$ cat src/rtl/fft_frame_tx.sv
// -----------------------------------------------------------------------------
// fft_frame_tx
//
// Frame transmitter that feeds the FFT top-level serial input. Samples arrive
// under a valid/ready handshake and are written into one of two frame banks
// (ping-pong). Every completed bank is replayed as one unbroken burst of
// FFT_LEN cycles with val_o high throughout, followed by at least GAP_CYC idle
// cycles before the next burst.
//
// Ports:
//   clk            clock, all logic on the rising edge
//   rst            synchronous reset, active-high
//   s_val / s_rdy  upstream handshake (s_rdy is combinational from registers)
//   s_re / s_im    upstream complex sample, DATA_WID bits per component
//   val_o          burst valid (FFT val_i)
//   fft_data_re_o  real sample out (registered)
//   fft_data_im_o  imaginary sample out (registered)
//   sof_o / eof_o  first / last sample of each burst
//   frame_cnt_o    bursts completed, wraps at 16 bits
//
// Build option:
//   FFT_TX_BITREV_EN  when defined, the read address is bit-reversed over
//                     LOG2_FFT_LEN bits so bursts leave in bit-reversed order.
//                     Write order, latency and handshake are unchanged.
// -----------------------------------------------------------------------------
module fft_frame_tx #(
    parameter int DATA_WID     = 16,
    parameter int FFT_LEN      = 32,
    parameter int LOG2_FFT_LEN = 5,
    parameter int GAP_CYC      = 32
) (
    input  logic                clk,
    input  logic                rst,
    input  logic                s_val,
    output logic                s_rdy,
    input  logic [DATA_WID-1:0] s_re,
    input  logic [DATA_WID-1:0] s_im,
    output logic                val_o,
    output logic [DATA_WID-1:0] fft_data_re_o,
    output logic [DATA_WID-1:0] fft_data_im_o,
    output logic                sof_o,
    output logic                eof_o,
    output logic [15:0]         frame_cnt_o
);

    localparam logic [LOG2_FFT_LEN-1:0] ADDR_LAST = LOG2_FFT_LEN'(FFT_LEN - 1);
    localparam int                      GAP_W     = (GAP_CYC > 1) ? $clog2(GAP_CYC) : 1;
    localparam logic [GAP_W-1:0]        GAP_LAST  = GAP_W'((GAP_CYC > 0) ? GAP_CYC - 1 : 0);

    typedef enum logic [1:0] {
        ST_IDLE = 2'd0,
        ST_SEND = 2'd1,
        ST_GAP  = 2'd2
    } state_t;

    // Maps the sequential read counter onto the bank address.
    function automatic logic [LOG2_FFT_LEN-1:0] rd_map(input logic [LOG2_FFT_LEN-1:0] a);
        logic [LOG2_FFT_LEN-1:0] r;
`ifdef FFT_TX_BITREV_EN
        for (int i = 0; i < LOG2_FFT_LEN; i++) begin
            r[i] = a[LOG2_FFT_LEN-1-i];
        end
`else
        r = a;
`endif
        return r;
    endfunction

    logic [2*DATA_WID-1:0]   mem_q [2][FFT_LEN];

    state_t                  state_q, state_d;
    logic [1:0]              full_q, full_d;
    logic                    wr_bank_q, wr_bank_d;
    logic                    rd_bank_q, rd_bank_d;
    logic [LOG2_FFT_LEN-1:0] wr_addr_q, wr_addr_d;
    logic [LOG2_FFT_LEN-1:0] rd_addr_q, rd_addr_d;
    logic [GAP_W-1:0]        gap_cnt_q, gap_cnt_d;
    logic [15:0]             frame_cnt_q, frame_cnt_d;
    logic                    val_q, val_d;
    logic                    sof_q, sof_d;
    logic                    eof_q, eof_d;
    logic [DATA_WID-1:0]     re_q, re_d;
    logic [DATA_WID-1:0]     im_q, im_d;

    logic                    wr_fire;
    logic                    start;
    logic                    last;
    logic [2*DATA_WID-1:0]   rd_word;

    assign s_rdy   = !full_q[wr_bank_q];
    assign wr_fire = s_val && s_rdy;
    assign start   = (state_q == ST_IDLE) && full_q[rd_bank_q];
    assign last    = (state_q == ST_SEND) && (rd_addr_q == ADDR_LAST);
    // rd_addr_q wraps back to 0 at the end of every burst, so it is already 0
    // whenever the FSM sits in IDLE and the first word can be read directly.
    assign rd_word = mem_q[rd_bank_q][rd_map(rd_addr_q)];

    // Frame storage has no reset: contents are only read once a bank is full.
    always_ff @(posedge clk) begin
        if (wr_fire) begin
            mem_q[wr_bank_q][wr_addr_q] <= {s_re, s_im};
        end
    end

    // Read FSM: state register.
    always_ff @(posedge clk) begin
        if (rst) begin
            state_q <= ST_IDLE;
        end else begin
            state_q <= state_d;
        end
    end

    // Read FSM: next-state logic.
    always_comb begin
        state_d = state_q;
        case (state_q)
            ST_IDLE: if (full_q[rd_bank_q]) state_d = ST_SEND;
            ST_SEND: if (last) state_d = (GAP_CYC == 0) ? ST_IDLE : ST_GAP;
            ST_GAP:  if (gap_cnt_q == GAP_LAST) state_d = ST_IDLE;
            default: state_d = ST_IDLE;
        endcase
    end

    // Read FSM: output logic. The output registers are loaded on the edge
    // that leaves IDLE, so the first sample appears one cycle after full is
    // seen. rd_bank toggles on the edge that loads the last sample, which lets
    // IDLE look at the other bank while eof_o is showing and start the next
    // burst back-to-back.
    always_comb begin
        val_d       = 1'b0;
        sof_d       = 1'b0;
        eof_d       = 1'b0;
        re_d        = '0;
        im_d        = '0;
        rd_addr_d   = rd_addr_q;
        rd_bank_d   = rd_bank_q;
        gap_cnt_d   = '0;
        frame_cnt_d = frame_cnt_q;
        case (state_q)
            ST_IDLE: begin
                if (start) begin
                    val_d        = 1'b1;
                    sof_d        = 1'b1;
                    {re_d, im_d} = rd_word;
                    rd_addr_d    = rd_addr_q + 1'b1;
                end
            end
            ST_SEND: begin
                val_d        = 1'b1;
                {re_d, im_d} = rd_word;
                rd_addr_d    = rd_addr_q + 1'b1;
                if (last) begin
                    eof_d     = 1'b1;
                    rd_bank_d = !rd_bank_q;
                end
            end
            ST_GAP: begin
                gap_cnt_d = gap_cnt_q + 1'b1;
            end
            default: ;
        endcase
        // A burst counts as completed once its last sample is on the outputs.
        if (eof_q) begin
            frame_cnt_d = frame_cnt_q + 16'd1;
        end
    end

    // Write side and bank flags.
    always_comb begin
        wr_addr_d = wr_addr_q;
        wr_bank_d = wr_bank_q;
        full_d    = full_q;
        if (wr_fire) begin
            wr_addr_d = wr_addr_q + 1'b1;
            if (wr_addr_q == ADDR_LAST) begin
                full_d[wr_bank_q] = 1'b1;
                wr_bank_d         = !wr_bank_q;
                wr_addr_d         = '0;
            end
        end
        // The bank just replayed is released after its last sample has been
        // presented; rd_bank_q already points at the next bank by then. The
        // writer can only be filling a non-full bank, so the set above never
        // targets the bank being released here.
        if (eof_q) begin
            full_d[!rd_bank_q] = 1'b0;
        end
    end

    always_ff @(posedge clk) begin
        if (rst) begin
            full_q      <= '0;
            wr_bank_q   <= 1'b0;
            rd_bank_q   <= 1'b0;
            wr_addr_q   <= '0;
            rd_addr_q   <= '0;
            gap_cnt_q   <= '0;
            frame_cnt_q <= '0;
            val_q       <= 1'b0;
            sof_q       <= 1'b0;
            eof_q       <= 1'b0;
            re_q        <= '0;
            im_q        <= '0;
        end else begin
            full_q      <= full_d;
            wr_bank_q   <= wr_bank_d;
            rd_bank_q   <= rd_bank_d;
            wr_addr_q   <= wr_addr_d;
            rd_addr_q   <= rd_addr_d;
            gap_cnt_q   <= gap_cnt_d;
            frame_cnt_q <= frame_cnt_d;
            val_q       <= val_d;
            sof_q       <= sof_d;
            eof_q       <= eof_d;
            re_q        <= re_d;
            im_q        <= im_d;
        end
    end

    assign val_o         = val_q;
    assign sof_o         = sof_q;
    assign eof_o         = eof_q;
    assign fft_data_re_o = re_q;
    assign fft_data_im_o = im_q;
    assign frame_cnt_o   = frame_cnt_q;

endmodule

$ cat config.mk
export PLATFORM = sky130hd
export DESIGN_NAME = fft_frame_tx
export DESIGN_NICKNAME = d
export VERILOG_FILES = /design/src/rtl/fft_frame_tx.sv
export SDC_FILE = /design/constraint.sdc
export NUM_CORES = 2
export LEC_CHECK = 0
export BUFFER_PORTS_ARGS = -buffer_cell sky130_fd_sc_hd__buf_4
export CAP_MARGIN = 10
export CORE_MARGIN = 4
export CORE_UTILIZATION = 55
export CTS_CLUSTER_DIAMETER = 30
export CTS_CLUSTER_SIZE = 20
export DETAILED_ROUTE_END_ITERATION = 7
export PLACE_DENSITY = 0.71
export REMOVE_ABC_BUFFERS = 1
export SYNTH_ARGS = -nofsm -noshare
export SYNTH_HDL_FRONTEND = slang
export SYNTH_SLANG_ARGS = --single-unit
$ cat constraint.sdc
create_clock -name clk -period 4.3 [get_ports clk]
set_input_delay 0.86 -clock clk [delete_from_list [all_inputs] [get_ports clk]]
set_output_delay 0.86 -clock clk [all_outputs]
set_load 0.02 [all_outputs]
Word-level counts from Yosys, hierarchy flattened --
Memories as Yosys holds them, arrays and structs flattened. A register that Yosys moved wholly into a read port is not among the register bits. Cells that the tools add are included.
Word-level totals: memories kept 1, flip-flop bits (word level) 72, bits in writable memories 2048, input bits 35, output and inout port bits 52, word-level logic and storage cells 95
Memory list:
- mem_q | depth 2, width 1024, rd ports 1, clocked after memory_dff 1, wr ports 1, RTL line 69 | logic [2*DATA_WID-1:0] mem_q [2][FFT_LEN];
Cells by class: multiplexer cells 34, bitwise operators 8, equality and inequality tests 9, reduce and logical (&&, ||, !) cells 18, order comparisons 8, add/subtract/negate cells 4
Operator list (number):
- $mux 1024 | 1
- $bmux 32 s5 | 1
- $demux 32 s5 | 1
- $mux 32 | 3
- $pmux 16 s2 | 2
- $mux 16 | 2
- $add 16x1->16 const B | 1
- $add 5x1->5 const B | 3
- $eq 5x5->1 const B | 3
- $ge 6x6->1 const B | 2
- $mux 2 | 6
- $not 5->6 | 2
- $mux 1 | 11
- $mux 5 | 2
- $pmux 5 s2 | 1
- $logic_and 1x1->1 | 6
- $lt 1x2->1 const B | 3
- $lt 6x1->1 const B | 1
- $ne 2x2->1 const B | 3
- $pmux 2 s3 | 1
- $reduce_and 2->1 | 3
- $reduce_or 2->1 | 3
- $logic_not 1->1 | 3
- $not 1->1 | 3
- other kinds (12) | 14

Depth between registers and ports, before layout --
depth in word-level cells 9, mapped depth 10, mapped depth without buffers 7

Worst setup path before layout --
OpenSTA, ideal clock, no wires.
path type register to register, from register wr_bank_q, to memory mem_q[1][0] in the netlist's numbering (enable), buffers on the path 0, data required time 3.879 ns, setup slack 0.828 ns, stages on the path, launching flop included 6, setup time 0.421 ns, data arrival time 3.051 ns, clock period less this slack 3.472 ns, cells stage by stage dfxtp_1 > mux2i_1 > nand2_1 > nor2_1 > nand2_1 > nor2_1
Between the ends: word-level cells in the longest chain between the ends 6
RTL lines:
- start, declared | RTL line 73 | logic wr_bank_q, wr_bank_d;
- start signal, assigned | RTL line 207 | wr_bank_q <= wr_bank_d;
- $mux 1 (implied by the code) (2 in a row) | RTL line 90 | assign s_rdy = !full_q[wr_bank_q];
- $logic_not 1->1 | RTL line 90
- via s_rdy | RTL line 35 | output logic s_rdy,
- $logic_and 1x1->1 | RTL line 91 | assign wr_fire = s_val && s_rdy;
- $mux 1 | RTL line 100 | if (wr_fire) begin
- $mux 1024 (implied by the code) | RTL line 101 | mem_q[wr_bank_q][wr_addr_q] <= {s_re, s_im};
- end, declared | RTL line 69
The timed path passes the listed nets, and every way through them passes these cells. The select of a mux whose other input is x is not followed.

==> flow_metrics.py <==
metrics = {
    "job": {
        "maxCapViolations": 0,
    },
    "critical_path": {
        "end_kind": "flop",
        "critPathCapture": "fft_data_im_o[6]$_SDFF_PP0_",
        "reg2reg_depth": 6,
        "cp_data_required_time_ps": 5120,
        "r2r_slack_ps": 820,
        "start_kind": "flop",
        "worstPathMaxFanout": 27,
        "reg2reg_to": "fft_data_im_o[6]$_SDFF_PP0_",
        "critPathKind": "flop to flop",
        "crit_arrival_ps": 4300,
    },
    "place": {
        "dpl.hpwl_um": 129000,
        "pre_cts_ws_ps": 646,
        "place.gp.congestion": 0.929,
        "portBuffers": 86,
    },
    "floorplanning": {
        "core_um2": 146000,
        "die_w_um": 391,
        "fp-row-count": 140,
        "io_pins": 87,
        "die_h_um": 391,
        "start_util_pct": 55.3,
        "die_area_um2": 153000,
    },
    "cts": {
        "clock-sinks": 2121,
        "postCtsHoldBufs": 0,
        "cts_buffers": 399,
        "post-cts-setup-buffers": 0,
        "clk_latency_ps": 950,
        "clk_pin_slew_ps": 50,
        "cts_tree": "done",
        "clock_path_buffers": 4,
        "cts_root_buf": "clkbuf_16",
        "cts_resized": 0,
        "htreeDepth": 5,
    },
    "grt": {
        "grt_use_total_pct": 30.4,
        "antenna_found_initial": 21,
        "overflow": 0,
        "grt_pass1_wl_um": 325000,
        "grt_start_max_net_pins": 67,
        "grt_pass1_vias": 42800,
    },
    "cells_and_area": {
        "multiInputGateArea_um2": 17000,
        "mostFrequentLayoutCells": "2048 x edfxtp_1, 413 x mux4_2, 408 x clkbuf_16",
        "nFillCells": 8763,
        "layout-drive-gt1-share_pct": 31.0,
        "seq_area_um2": 63000,
        "syn_to_final_growth_pct": 21.6,
        "final_common_cell": "edfxtp_1",
        "nNetsFinal": 4273,
    },
    "pwr": {
        "leakage_nw": 31.0,
        "powerDensity_nw_per_um2": 546,
        "vdd_drop_max_v": 0.000409,
    },
    "status": {
        "status": "complete, no violations",
    },
    "detailed_routing": {
        "final_antenna_net_count": 0,
        "drt-vias-per-instance": 6.68,
        "drt_drc_violations_left": 0,
        "wirelength_um": 229000,
        "drtIter0Drc": 6635,
        "vias": 43200,
        "drtPass1Iterations": 6,
        "drt-wirelength-per-cell_um": 35.4,
    },
    "timing": {
        "period_needed_ps": 3480,
        "layout_setup_ws_ps": 819,
        "grt_setup_unrepaired": "no",
        "fmax_mhz": 287,
        "max_slew.worst_pin.slew_ps": 1230,
        "finClkSkew_ps": 75.3,
        "fin_tns_setup_ps": 0,
        "finalCritPeriodShare_pct": 81.0,
        "setup_viol": 0,
        "slew_violations": 0,
        "hold_viol": 0,
        "slew_headroom_pct": 17.1,
    },
    "worst_hold_path": {
        "hold_depth": 3,
        "hold_class": "input port to flop",
    },
    "synthesis": {
        "yosysSeqAreaShare_pct": 78.2,
        "synth.cell_area_um2": 80500,
        "ys_seq_elements": 2121,
        "yosysUniqueCellTypes": 52,
        "async_flop_share_pct": 0,
        "syn_inst": 3749,
        "synth_warnings": 0,
        "postSynthAreaPerCell_um2": 21.5,
        "synth-edff-count": 2048,
        "synth-main-ff-cell": "edfxtp_1",
    },
}
-- per-layer routing --
layer	part of all wire (%)	GRT usage (%)	up-vias	wire, um
met5	0.024	0	-	56
met4	4.6	13.2	8	10600
li1	-	-	16900	-
met2	46	44.8	3299	105000
met1	36	42.6	22400	83100
met3	13	9.18	586	30400
-- how the worst min path moves through the flow --
stage                       startpoint                         to  slack [ps]
6_report                         s_val  wr_addr_q[1]$_SDFFE_PP0P_         270
2_1_floorplan  gap_cnt_q[0]$_SDFF_PP0_    gap_cnt_q[0]$_SDFF_PP0_         420
4_1_cts                          s_val  wr_addr_q[1]$_SDFFE_PP0P_         240
5_1_grt                          s_val  wr_addr_q[1]$_SDFFE_PP0P_         250
3_5_place_dp   gap_cnt_q[0]$_SDFF_PP0_    gap_cnt_q[0]$_SDFF_PP0_         440
3_3_place_gp   gap_cnt_q[0]$_SDFF_PP0_    gap_cnt_q[0]$_SDFF_PP0_         430
-- synthesized netlist by cell type, drive strengths merged (3+ instances only) --
cell type | number | area share [%]
a211o | 11 | 0.12
edfxtp | 2048 | 76
o22ai | 49 | 0.38
mux2 | 3 | 0.042
mux2i | 264 | 3.3
o21ai | 26 | 0.16
a21oi | 88 | 0.55
nand2b | 6 | 0.047
nor3 | 6 | 0.037
xor2 | 10 | 0.11
buf | 130 | 1.0
nand3 | 52 | 0.32
a22oi | 57 | 0.53
nor2b | 9 | 0.070
dfxtp | 73 | 1.8
a221oi | 6 | 0.065
o211ai | 3 | 0.028
clkbuf | 74 | 0.34
nand2 | 95 | 0.44
and3 | 11 | 0.085
a22o | 25 | 0.27
xnor2 | 11 | 0.12
a2111oi | 12 | 0.15
or3 | 3 | 0.023
nor2 | 115 | 0.54
a31oi | 17 | 0.13
inv | 7 | 0.033
o2bb2ai | 6 | 0.065
nand3b | 4 | 0.037
o221ai | 61 | 0.66
mux4 | 413 | 12
ha | 10 | 0.16
a211oi | 25 | 0.23
-- final cells by class --
| type | instances | area share (%) |
|---|---|---|
| Multi-Input combinational cell | 1417 | 17.3 |
| Clock inverter | 267 | 2.76 |
| Sequential cell | 2121 | 64.3 |
| Clock buffer | 453 | 10.6 |
| Inverter | 7 | 0.0294 |
| Timing Repair Buffer | 282 | 2.48 |
| Antenna cell | 8 | 0.0204 |
| Tap cell | 1917 | 2.45 |
-- cells by family (layout without fill, tap and decap cells) --
logic type	count (synthesis)	after routing	share of synthesized area (%)
AO/OA/AOI/OAI	395	395	3.45
XOR/XNOR	21	21	0.228
adder cells (fa/ha/maj)	10	10	0.155
buffers and inverters	211	1009	1.41
flip-flops	2121	2121	78.2
multiplexers	680	680	14.9
other	0	8	0
AND/OR/NAND/NOR	311	311	1.69
-- registers in the layout, indices dropped and copies added (netlist names), 2 cells and up, named ones only --
signal and flops:
mem_q 2048, fft_data_im_o 16, fft_data_re_o 16, frame_cnt_o 16
gap_cnt_q 5, rd_addr_q 5, wr_addr_q 5, full_q 2
state_q 2
-- per-stage QoR --
stage               std cells  power [mW]  instance area, um^2  util [%]  hold WS (ps)
detailed placement       5742        23.7                84800      58.2           442
finish                   6472        53.5                97900      67.3           275
global route             6464        54.9                97900      67.3           249
CTS                      6462        53.7                97900      67.2           239
floorplan                3545        23.2                79400         -           418
global placement         5742        23.7                84800      58.2           430
-- power by group --
group / switching (mW) / internal (mW)
logic: 0.522 / 0.0728
registers: 0.0146 / 22.7
clock network: 10.3 / 19.9
-- critical path: stages (launching register included) --
cell	delay, ps
dfxtp_4	950
buf_12	300
buf_4	300
mux4_2	540
mux2i_1	510
o21ai_0	400
a22o_1	320
(Power assumes the default switching activity.)
